### src/rtl/ps2_button_mapper_if.sv
// ps2_button_mapper_if
//   Input bus of the keyboard-to-button mapper: the hps_io ps2_key stream
//   and the map-table write port.
//   ps2_key  [10] toggle, [9] pressed, [8] extended, [7:0] scan code
//   map_wr   map table write strobe
//   map_addr map entry index
//   map_data {extended, code}; 9'h000 marks an unused entry
//   master: the side that drives the bus (host / OSD logic)
//   slave : the mapper
interface ps2_button_mapper_if;
  logic [10:0] ps2_key;
  logic        map_wr;
  logic [4:0]  map_addr;
  logic [8:0]  map_data;

  modport master (output ps2_key, map_wr, map_addr, map_data);
  modport slave  (input  ps2_key, map_wr, map_addr, map_data);
endinterface

### src/rtl/ps2_button_mapper.sv
// ps2_button_mapper
//   Maps PS/2 key events onto NUM_BUTTONS front-panel buttons through a
//   runtime-loadable table, stretches short taps to at least MIN_HOLD
//   cycles and ORs in alternate (joystick) sources.
//   clk       system clock
//   reset     synchronous active-high reset
//   bus       ps2_key stream and map write port (slave side)
//   joy       alternate active-high button sources
//   buttons   registered button state
//   key_event one-cycle pulse when any mapped key changes state
//   any_down  registered OR of buttons
module ps2_button_mapper #(
  parameter int NUM_BUTTONS = 12,
  parameter int MIN_HOLD    = 65536
) (
  input  logic                   clk,
  input  logic                   reset,
  ps2_button_mapper_if.slave     bus,
  input  logic [NUM_BUTTONS-1:0] joy,
  output logic [NUM_BUTTONS-1:0] buttons,
  output logic                   key_event,
  output logic                   any_down
);

  // With MIN_HOLD = 0 the counter is kept one bit wide and always stays 0.
  localparam int CW = (MIN_HOLD > 0) ? $clog2(MIN_HOLD + 1) : 1;
  localparam logic [CW-1:0] HOLD_LOAD = CW'(MIN_HOLD);

  // The table is deliberately outside reset so it survives an OSD reset.
  logic [8:0]             map_tbl [NUM_BUTTONS] = '{default: 9'h000};
  logic [NUM_BUTTONS-1:0] key_state;
  logic [CW-1:0]          hold_cnt [NUM_BUTTONS];
  logic                   old_toggle;

  logic                   key_change;
  logic [8:0]             key_id;
  logic [NUM_BUTTONS-1:0] wr_hit;
  logic [NUM_BUTTONS-1:0] match;
  logic [NUM_BUTTONS-1:0] ks_next;
  logic [CW-1:0]          hold_next [NUM_BUTTONS];
  logic [NUM_BUTTONS-1:0] btn_next;

  always_comb begin
    key_change = (bus.ps2_key[10] != old_toggle);
    key_id     = bus.ps2_key[8:0];
    wr_hit     = '0;
    match      = '0;
    ks_next    = key_state;
    btn_next   = '0;
    for (int i = 0; i < NUM_BUTTONS; i++) begin
      hold_next[i] = hold_cnt[i];
      // Out-of-range write addresses match no entry and are dropped.
      wr_hit[i] = bus.map_wr && (bus.map_addr == 5'(i));
      match[i]  = key_change && (map_tbl[i] != 9'h000) && (map_tbl[i] == key_id);
      // A remap clears the entry's key state and beats a same-cycle event.
      if (wr_hit[i])
        ks_next[i] = 1'b0;
      else if (match[i])
        ks_next[i] = bus.ps2_key[9];
      // Only a real 0->1 edge reloads, so typematic repeats do not extend.
      if (ks_next[i] && !key_state[i])
        hold_next[i] = HOLD_LOAD;
      else if (hold_cnt[i] != '0)
        hold_next[i] = hold_cnt[i] - CW'(1);
      btn_next[i] = ks_next[i] | (hold_next[i] != '0) | joy[i];
    end
  end

  always_ff @(posedge clk) begin
    for (int i = 0; i < NUM_BUTTONS; i++)
      if (wr_hit[i])
        map_tbl[i] <= bus.map_data;
  end

  always_ff @(posedge clk) begin
    // old_toggle tracks the input even in reset so no event follows it.
    old_toggle <= bus.ps2_key[10];
    if (reset) begin
      key_state <= '0;
      for (int i = 0; i < NUM_BUTTONS; i++)
        hold_cnt[i] <= '0;
      buttons   <= '0;
      key_event <= 1'b0;
      any_down  <= 1'b0;
    end else begin
      key_state <= ks_next;
      for (int i = 0; i < NUM_BUTTONS; i++)
        hold_cnt[i] <= hold_next[i];
      buttons   <= btn_next;
      key_event <= |(ks_next ^ key_state);
      any_down  <= |btn_next;
    end
  end

endmodule

### src/flat_wrapper.sv
// flat-port wrapper written by rule: the top's interface ports become plain ports
module ps2_button_mapper_flat 
#(
  parameter int NUM_BUTTONS = 12,
  parameter int MIN_HOLD    = 65536
)
  (clk, reset, joy, buttons, key_event, any_down, bus_ps2_key, bus_map_wr, bus_map_addr, bus_map_data);
  ps2_button_mapper_if bus_i ();
  input  logic clk;
  input  logic reset;
  input  logic [NUM_BUTTONS-1:0] joy;
  output logic [NUM_BUTTONS-1:0] buttons;
  output logic key_event;
  output logic any_down;
  input wire logic [$bits(bus_i.ps2_key)-1:0] bus_ps2_key;
  input wire logic [$bits(bus_i.map_wr)-1:0] bus_map_wr;
  input wire logic [$bits(bus_i.map_addr)-1:0] bus_map_addr;
  input wire logic [$bits(bus_i.map_data)-1:0] bus_map_data;
  assign bus_i.ps2_key = bus_ps2_key;
  assign bus_i.map_wr = bus_map_wr;
  assign bus_i.map_addr = bus_map_addr;
  assign bus_i.map_data = bus_map_data;
  ps2_button_mapper #(.NUM_BUTTONS(NUM_BUTTONS), .MIN_HOLD(MIN_HOLD)) u_core (.clk(clk), .reset(reset), .bus(bus_i), .joy(joy), .buttons(buttons), .key_event(key_event), .any_down(any_down));
endmodule
### config.mk
export PLATFORM = sky130hd
export DESIGN_NAME = ps2_button_mapper_flat
export DESIGN_NICKNAME = d
export VERILOG_FILES = /design/src/rtl/ps2_button_mapper_if.sv /design/src/rtl/ps2_button_mapper.sv /design/src/flat_wrapper.sv
export SDC_FILE = /design/constraint.sdc
export NUM_CORES = 1
export LEC_CHECK = 0
export BUFFER_PORTS_ARGS = -buffer_cell sky130_fd_sc_hd__buf_2
export CAP_MARGIN = 5
export CELL_PAD_IN_SITES_DETAIL_PLACEMENT = 1
export CELL_PAD_IN_SITES_GLOBAL_PLACEMENT = 1
export CORE_MARGIN = 2
export CORE_UTILIZATION = 40
export CTS_BUF_LIST = sky130_fd_sc_hd__clkbuf_4
export DETAILED_ROUTE_END_ITERATION = 8
export PLACE_DENSITY_LB_ADDON = 0.1
export SLEW_MARGIN = 25
export SYNTH_ARGS = -nofsm -noshare
export SYNTH_HDL_FRONTEND = slang
export SYNTH_SLANG_ARGS = --single-unit
### constraint.sdc
create_clock -name clk -period 7.8 [get_ports clk]
set_input_delay 0.78 -clock clk [delete_from_list [all_inputs] [get_ports clk]]
set_output_delay 0.78 -clock clk [all_outputs]
set_load 0.03 [all_outputs]
==> metrics.txt, run 1 <==
# TYPE chip_impl_metric gauge
chip_impl_info{name="outcome",value="completed"} 1
chip_impl_metric{name="numClockSinks",unit=""} 339
chip_impl_metric{name="total_clock_buffers_created_by_cts",unit=""} 97
chip_impl_info{name="grt_setup_unrepaired",value="false"} 1
chip_impl_metric{name="simple_gate_share_of_the_synthesized_area",unit=""} 0.2743
chip_impl_metric{name="critical_path_arrival",unit="ns"} 5.18
chip_impl_metric{name="detailedRoute.firstPassIterationCount",unit=""} 5
chip_impl_info{name="hold_path.class",value="primary input to flip-flop"} 1
chip_impl_metric{name="dr_wl_met2",unit="mm"} 22.71
chip_impl_metric{name="synth_sequential_area_ratio",unit=""} 0.4512
chip_impl_metric{name="grtUsageTotal",unit=""} 0.2209
chip_impl_info{name="final_common_cell",value="sky130_fd_sc_hd__nor2_1"} 1
chip_impl_metric{name="grt_max_degree",unit=""} 39
chip_impl_metric{name="via_count",unit=""} 14481
chip_impl_metric{name="dp.cells",unit=""} 2474
chip_impl_metric{name="power.ir.vdd_worst",unit="mV"} 0.1778
chip_impl_info{name="final_cell_mix",value="sky130_fd_sc_hd__nor2_1, sky130_fd_sc_hd__dfxtp_1, sky130_fd_sc_hd__xor2_1, sky130_fd_sc_hd__clkbuf_4, sky130_fd_sc_hd__nor3_1"} 1
chip_impl_metric{name="synthesis.area_per_instance",unit="µm²"} 9.231
chip_impl_info{name="tritoncts",value="built"} 1
chip_impl_metric{name="initial_utilization",unit=""} 0.4048
chip_impl_metric{name="holdBufCountCts",unit=""} 0
chip_impl_metric{name="synth_edf_count",unit=""} 108
chip_impl_metric{name="synthesis.yosys.warnings",unit=""} 0
chip_impl_info{name="setup.worst_path.start_class",value="flip-flop"} 1
chip_impl_info{name="worst_path_cell_trace",value="inv_1 -> ha_1 -> or4b_1 -> nor4_4 -> nor3_2 -> a2111oi_1 -> o2111ai_1 -> nor4b_2 -> or4b_1 -> nor4_1 -> a41oi_1"} 1
chip_impl_metric{name="grt_first_pass_wirelength",unit="mm"} 79.07
chip_impl_metric{name="avgViaCountPerCell",unit=""} 5.477
chip_impl_metric{name="fp.dieW",unit="µm"} 212.8
chip_impl_metric{name="total_leakage_power",unit="nW"} 7.369
chip_impl_metric{name="setup_tns_final",unit="ns"} 0
chip_impl_metric{name="synth-compound-area-share",unit=""} 0.08617
chip_impl_metric{name="power.total",unit="mW"} 8.528
chip_impl_metric{name="hold_slack",unit="ns"} 0.1037
chip_impl_metric{name="coreArea",unit="µm²"} 43080
chip_impl_info{name="main_combinational_cell_family_by_area_after_synthesis",value="simple AND/OR/NAND/NOR gates"} 1
chip_impl_metric{name="wl",unit="mm"} 48.86
chip_impl_metric{name="final_worst_path_period_need",unit="ns"} 4.537
chip_impl_metric{name="gpl.final_weighted_congestion",unit=""} 0.8558
chip_impl_metric{name="drt_wl_cell",unit="µm"} 18.48
chip_impl_info{name="highest_layer",value="met4"} 1
chip_impl_metric{name="nNetsFinal",unit=""} 2076
chip_impl_metric{name="detailed_route_drc_error_count",unit=""} 0
chip_impl_metric{name="hold_violations",unit=""} 0
chip_impl_metric{name="adder_and_majority_gate_portion_of_the_synthesized_area",unit=""} 0.03444
chip_impl_metric{name="grt_pass1_vias",unit=""} 14896
chip_impl_metric{name="postCtsSetupBuffers",unit=""} 0
chip_impl_metric{name="postCtsResizedCells",unit=""} 0
chip_impl_metric{name="layout_worst_path_cycle_share",unit=""} 0.5817
chip_impl_metric{name="relSlewSlack",unit=""} 0.3566
chip_impl_metric{name="final_worst_clock_skew",unit="ns"} 0.04428
chip_impl_metric{name="ys_ff_latch",unit=""} 339
chip_impl_metric{name="async_flop_share",unit=""} 0
chip_impl_metric{name="post_synth_mux_area_share",unit=""} 0.01356
chip_impl_info{name="cts_root_buffer",value="sky130_fd_sc_hd__clkbuf_4"} 1
chip_impl_metric{name="die_y",unit="µm"} 212.8
chip_impl_metric{name="antenna_violations_before_repair",unit=""} 2
chip_impl_metric{name="finish.cell_count_without_fillers",unit=""} 2644
chip_impl_metric{name="layout-drive-gt1-share",unit=""} 0.1182
chip_impl_info{name="cpMostUsedCell",value="sky130_fd_sc_hd__or4b_1"} 1
chip_impl_metric{name="core.rowCount",unit=""} 76
chip_impl_metric{name="worst_pin_slew",unit="ns"} 0.9616
chip_impl_info{name="timing.critical_path.to_type",value="flip-flop"} 1
chip_impl_metric{name="routedLengthMet1",unit="mm"} 23.11
chip_impl_info{name="dominantRegCellSynth",value="sky130_fd_sc_hd__dfxtp_1"} 1
chip_impl_metric{name="post_synth_inst_count",unit=""} 1889
chip_impl_metric{name="cts.clk_slew.worst_paths",unit="ns"} 0.07
chip_impl_metric{name="synth.distinct_cells",unit=""} 81
chip_impl_metric{name="cpPeakStageDelay",unit="ns"} 0.59
chip_impl_metric{name="synthesis_to_finish_area_growth",unit="%"} 11.85
chip_impl_info{name="cell_with_the_largest_stage_delay_on_the_worst_path",value="sky130_fd_sc_hd__a2111oi_1"} 1
chip_impl_metric{name="critical_path.max_fanout",unit=""} 12
chip_impl_metric{name="clock_latency",unit="ns"} 0.82
chip_impl_metric{name="detailroute.wirelength.met3",unit="mm"} 1.932
chip_impl_metric{name="antenna_violating_nets_post_route",unit=""} 0
chip_impl_metric{name="setup_viol",unit=""} 0
chip_impl_metric{name="h-tree-depth",unit=""} 3
chip_impl_metric{name="power_density",unit="nW/µm²"} 437.2
chip_impl_metric{name="clk_path_buf_depth",unit=""} 3
chip_impl_metric{name="place_hpwl",unit="mm"} 34.54
chip_impl_metric{name="grt_overflow_total",unit=""} 0
chip_impl_info{name="timing_worst_setup_path_type",value="flip-flop to flip-flop"} 1
chip_impl_metric{name="port-buffer-count",unit=""} 53
chip_impl_metric{name="cap_violations",unit=""} 0
chip_impl_metric{name="timing.critical_path.required",unit="ns"} 8.45
chip_impl_metric{name="first_iter_violations",unit=""} 748
chip_impl_metric{name="synth_fp_nets",unit=""} 1977
chip_impl_metric{name="synth_xor_area_frac",unit=""} 0.1145
chip_impl_metric{name="netlist_area",unit="µm²"} 17440
chip_impl_metric{name="fmaxAchievable",unit="GHz"} 0.2204
chip_impl_metric{name="floorplan.die_area",unit="µm²"} 45280
chip_impl_metric{name="timing_max_transition_violations_final",unit=""} 0
chip_impl_metric{name="io-pin-count",unit=""} 54
## layout make-up
| type | instances | area, µm² |
|---|---|---|
| fill | 5015 | 23570 |
| multi-input combinational | 1432 | 9129 |
| sequential | 339 | 7868 |
| clock buffer | 136 | 1021 |
| tap | 585 | 732.0 |
| timing repair buffer | 60 | 317.8 |
| inverter | 58 | 217.7 |
| clock inverter | 31 | 212.7 |
| antenna | 3 | 7.507 |
## report_power, final
group	total [mW]	switching (mW)	internal (mW)
Clock	1.69	0.789	0.898
Combinational	4.05	2.35	1.69
Sequential	2.79	0.536	2.26
Total	8.53	3.68	4.85
## path summary, 6_finish.rpt
kind	from	to	slack, ns	depth (start not counted)
max reg2reg	u_core.hold_cnt[0][119]	u_core.any_down	3.26	11
min	bus_ps2_key[10]	u_core.old_toggle	0.10	1
min reg2reg	u_core.hold_cnt[0][125]	u_core.hold_cnt[0][125]	0.51	2
max	u_core.hold_cnt[0][119]	u_core.any_down	3.26	11
## cell families (layout without fill, tap and decap cells)
family | Yosys count | after routing
and+or+nand+nor | 903 | 903
AOI/OAI and AO/OA | 230 | 230
buffers and inverters | 118 | 285
DFF | 339 | 339
adders and majority gates | 48 | 48
other | 0 | 3
muxes | 23 | 23
xor gates and xnor gates | 228 | 228
## per-stage QoR
stage          area [µm²]    util  setup slack [ns]
2_1_floorplan       17440       -             3.959
3_3_place_gp        18260  0.4238             2.854
3_5_place_dp        18260  0.4239             2.856
4_1_cts             19490  0.4526             3.254
5_1_grt             19510  0.4528             2.920
6_report            19510  0.4528             3.263
## flip-flops by register name, indices dropped and copies added, names as in the netlist
signal,count
u_core.hold_cnt,204
u_core.map_tbl,108
u_core.buttons,12
u_core.key_state,12
u_core.any_down,1
u_core.key_event,1
u_core.old_toggle,1
## per-layer routing
layer  track usage  up-vias
li1              -     7091
met1        0.2912     7050
met2        0.3626      242
met3       0.04383       98
met4       0.07379        0
met5             0        -
## cells in the mapped netlist (9+ instances only)
master	n	area [µm²]
sky130_fd_sc_hd__edfxtp_1	108	3243
sky130_fd_sc_hd__dfxtp_1	231	4624
sky130_fd_sc_hd__or4_1	27	202.7
sky130_fd_sc_hd__o21ai_1	10	50.05
sky130_fd_sc_hd__inv_1	58	217.7
sky130_fd_sc_hd__o21ai_0	32	160.2
sky130_fd_sc_hd__nor2_1	274	1028
sky130_fd_sc_hd__buf_1	11	41.29
sky130_fd_sc_hd__nand2b_1	19	118.9
sky130_fd_sc_hd__nor4_1	99	619.3
sky130_fd_sc_hd__or3_1	38	237.7
sky130_fd_sc_hd__nor3_1	112	560.5
sky130_fd_sc_hd__mux2i_1	18	180.2
sky130_fd_sc_hd__o31ai_1	9	67.56
sky130_fd_sc_hd__xor2_1	137	1200
sky130_fd_sc_hd__nand3b_1	12	90.09
sky130_fd_sc_hd__a21oi_1	75	375.4
sky130_fd_sc_hd__xnor2_1	91	797.0
sky130_fd_sc_hd__nor4b_1	12	105.1
sky130_fd_sc_hd__a211oi_1	15	112.6
sky130_fd_sc_hd__and3_1	15	93.84
sky130_fd_sc_hd__nand4_1	42	262.8
sky130_fd_sc_hd__nor2b_1	24	150.1
sky130_fd_sc_hd__nand3_1	48	240.2
sky130_fd_sc_hd__or2_2	18	112.6
sky130_fd_sc_hd__a31oi_1	11	68.82
sky130_fd_sc_hd__ha_1	48	600.6
sky130_fd_sc_hd__nor3b_1	18	135.1
sky130_fd_sc_hd__and2_1	19	118.9
sky130_fd_sc_hd__clkbuf_1	48	180.2
sky130_fd_sc_hd__nand2_1	84	315.3
## worst max-delay path, delay by kind of cell, from the launching register on
kind,cells,cell delay (ns)
flops,1,0.34
fa+ha+maj,1,0.19
simple gates,6,2.69
buf+inv,1,0.13
compound gates,3,1.00
No activity file was read; power rests on OpenSTA's default activity.
==> run 2: changes to the inputs <==
clock period = 3.82 ns   (was 7.8 ns; I/O delays follow)
==> run 2 against run 1 <==
Against the previous run:
- largest cell class unchanged
- total power rose by 110%
- register-to-register slack lost 3.1 ns
- combinational power increased by 120%
- count of clock-buffer cells in the layout is 6 higher
- global-route usage increased by 0.72 points
- clock skew up 0.024 ns
- utilization increased by 2.1 points
- sequential share of layout area decreased by 1.8 points
- final cell count rose by 3.6%
- wire length is 4.1% higher
- first-iteration DRC count down 5.3%
==> metrics.txt, run 2 (synthesis results as in run 1) <==
# TYPE chip_impl_metric gauge
chip_impl_metric{name="final_worst_path_period_need",unit="ns"} 3.687
chip_impl_metric{name="critical_path_arrival",unit="ns"} 4.33
chip_impl_info{name="largest_registers",value="u_core.hold_cnt: 204 flops, u_core.map_tbl: 108 flops"} 1
chip_impl_metric{name="flip_flop_count_of_the_largest_register_after_layout",unit=""} 204
chip_impl_info{name="max_flop_register",value="u_core.hold_cnt"} 1
chip_impl_metric{name="antenna_violating_nets_post_route",unit=""} 0
chip_impl_metric{name="grt_pass1_vias",unit=""} 15309
chip_impl_metric{name="grt_max_degree",unit=""} 62
chip_impl_metric{name="synthesis_to_finish_area_growth",unit="%"} 16.95
chip_impl_info{name="final_cell_mix",value="sky130_fd_sc_hd__nor2_1, sky130_fd_sc_hd__dfxtp_1, sky130_fd_sc_hd__clkbuf_4, sky130_fd_sc_hd__xor2_1, sky130_fd_sc_hd__nor3_1"} 1
chip_impl_metric{name="nNetsFinal",unit=""} 2165
chip_impl_metric{name="instance_area_after_placement",unit="µm²"} 18790
chip_impl_metric{name="total_clock_buffers_created_by_cts",unit=""} 98
chip_impl_metric{name="critical_path.max_fanout",unit=""} 4
chip_impl_metric{name="power_density",unit="nW/µm²"} 882.2
chip_impl_metric{name="grt_first_pass_wirelength",unit="mm"} 81.67
chip_impl_metric{name="initial_utilization",unit=""} 0.4048
chip_impl_metric{name="fp.dieW",unit="µm"} 212.8
chip_impl_metric{name="worst_pin_slew",unit="ns"} 0.8394
chip_impl_metric{name="total_leakage_power",unit="nW"} 7.849
chip_impl_metric{name="die_y",unit="µm"} 212.8
chip_impl_metric{name="port-buffer-count",unit=""} 53
chip_impl_metric{name="design_area",unit="µm²"} 20390
chip_impl_metric{name="grtUsageTotal",unit=""} 0.2281
chip_impl_metric{name="dp.cells",unit=""} 2543
chip_impl_metric{name="setup_tns_final",unit="ns"} 0
chip_impl_metric{name="place_hpwl",unit="mm"} 36.34
chip_impl_metric{name="relSlewSlack",unit=""} 0.4352
chip_impl_info{name="cpMostUsedCell",value="sky130_fd_sc_hd__buf_4"} 1
chip_impl_metric{name="floorplan.die_area",unit="µm²"} 45280
chip_impl_metric{name="first_iter_violations",unit=""} 708
chip_impl_metric{name="timing_max_transition_violations_final",unit=""} 0
chip_impl_metric{name="antenna_violations_before_repair",unit=""} 3
chip_impl_metric{name="gpl.final_weighted_congestion",unit=""} 0.8669
chip_impl_info{name="final_common_cell",value="sky130_fd_sc_hd__nor2_1"} 1
chip_impl_metric{name="avgViaCountPerCell",unit=""} 5.427
chip_impl_metric{name="hold_violations",unit=""} 0
chip_impl_metric{name="wl",unit="mm"} 50.85
chip_impl_metric{name="hold_slack",unit="ns"} 0.1119
chip_impl_metric{name="power.ir.vdd_worst",unit="mV"} 0.3848
chip_impl_info{name="delay_heaviest_family_cp",value="simple AND/OR/NAND/NOR gates"} 1
chip_impl_metric{name="via_count",unit=""} 14871
chip_impl_metric{name="h-tree-depth",unit=""} 3
chip_impl_metric{name="io-pin-count",unit=""} 54
chip_impl_metric{name="cap_violations",unit=""} 0
chip_impl_metric{name="nFillCells",unit=""} 5020
chip_impl_metric{name="layout-drive-gt1-share",unit=""} 0.1623
chip_impl_metric{name="coreArea",unit="µm²"} 43080
chip_impl_metric{name="worst-path-buf-inv",unit=""} 2
chip_impl_metric{name="timing.critical_path.required",unit="ns"} 4.46
chip_impl_metric{name="grt_overflow_total",unit=""} 0
chip_impl_info{name="worst_path_cell_trace",value="xnor2_4 -> buf_4 -> nor4_2 -> nand4_1 -> mux2i_1 -> nor2_1 -> ha_1 -> or3_1 -> or4_1 -> nor4_4 -> buf_4 -> a41oi_1"} 1
chip_impl_metric{name="setup_viol",unit=""} 0
chip_impl_info{name="timing.critical_path.to_type",value="flip-flop"} 1
chip_impl_info{name="cts_root_buffer",value="sky130_fd_sc_hd__clkbuf_4"} 1
chip_impl_info{name="timing_worst_setup_path_type",value="flip-flop to flip-flop"} 1
chip_impl_metric{name="finish.cell_count_without_fillers",unit=""} 2740
chip_impl_metric{name="layout_worst_path_cycle_share",unit=""} 0.9651
chip_impl_metric{name="final_worst_clock_skew",unit="ns"} 0.06783
chip_impl_metric{name="cts.clk_slew.worst_paths",unit="ns"} 0.06
chip_impl_info{name="tritoncts",value="built"} 1
chip_impl_metric{name="drt_wl_cell",unit="µm"} 18.56
chip_impl_metric{name="detailedRoute.firstPassIterationCount",unit=""} 5
chip_impl_metric{name="fmaxAchievable",unit="GHz"} 0.2712
chip_impl_metric{name="core.rowCount",unit=""} 76
chip_impl_metric{name="clk_path_buf_depth",unit=""} 3
chip_impl_metric{name="detailed_route_drc_error_count",unit=""} 0
chip_impl_metric{name="numClockSinks",unit=""} 339
chip_impl_info{name="cell_with_the_largest_stage_delay_on_the_worst_path",value="sky130_fd_sc_hd__or4_1"} 1
chip_impl_info{name="hold_path.class",value="primary input to flip-flop"} 1
chip_impl_info{name="setup.worst_path.start_class",value="flip-flop"} 1
chip_impl_metric{name="clock_latency",unit="ns"} 0.84
chip_impl_metric{name="power.total",unit="mW"} 17.99
chip_impl_info{name="outcome",value="completed"} 1
chip_impl_metric{name="cpPeakStageDelay",unit="ns"} 0.57
-- run 2: cell types whose count changed in the layout (fill, tap and decap cells not counted), moves of 5 or more --
cell,previous run,this run
sky130_fd_sc_hd__buf_4,7,80
sky130_fd_sc_hd__nor4_2,2,7
sky130_fd_sc_hd__dlygate4sd3_1,0,14
sky130_fd_sc_hd__clkinv_2,3,9
sky130_fd_sc_hd__nor4_1,98,91
sky130_fd_sc_hd__clkbuf_4,136,142
-- run 2: worst paths after layout --
kind	startpoint	end	slack [ns]	cells after the start
setup / recovery	u_core.old_toggle	u_core.any_down	0.13	12
hold / removal	joy[1]	u_core.buttons[1]	0.11	4
setup reg to reg	u_core.old_toggle	u_core.any_down	0.13	12
hold reg to reg	u_core.hold_cnt[0][92]	u_core.hold_cnt[0][92]	0.51	2
-- run 2: through the flow --
step	worst slack, ns	utilization
after floorplan	0.3772	-
after global placement	-0.2328	0.4361
after detailed placement	-0.3526	0.4361
after CTS	0.06326	0.4693
after global routing	-0.01561	0.4734
final	0.1333	0.4734
-- run 2: tightest hold or removal path: stages --
cell,delay (ns)
sky130_fd_sc_hd__buf_2,0.09
sky130_fd_sc_hd__nor4_1,0.06
sky130_fd_sc_hd__nand4_1,0.21
sky130_fd_sc_hd__and2_1,0.15
-- run 2: metal layers --
layer | part of all wire | vias to the layer above | global-route usage | wire length [µm]
met1 | 0.47 | 7302 | 0.2938 | 23950
met4 | 0.021 | 0 | 0.06993 | 1057
met2 | 0.47 | 223 | 0.3853 | 24070
li1 | - | 7266 | - | -
met5 | 0 | - | 0 | 0
met3 | 0.035 | 80 | 0.04618 | 1769
-- run 2: where the power goes --
group / switching (mW) / internal [mW]
Clock: 1.63 / 1.90
Sequential: 1.09 / 4.61
Combinational: 5.00 / 3.76
Total: 7.72 / 10.3
-- run 2: timing repair --
item | 4_1_cts | 5_1_grt
endpoints found under the setup margin | 2 | 1
pin swaps | 0 | 21
endpoints found under the hold margin | 123 | 0
gates resized for setup | 2 | 26
cloned | 0 | 0
hold buffers | 14 | 0
setup buffers | 0 | 5
-- run 2: cell type report --
type	count	area [µm²]	area share
clock buffer	142	1066	0.05227
sequential	339	7869	0.3859
tap	585	732.0	0.03589
antenna	5	12.51	0.0006135
multi-input combinational	1432	9260	0.4541
clock inverter	31	210.2	0.01031
timing repair buffer	148	1026	0.05031
inverter	58	217.7	0.01068
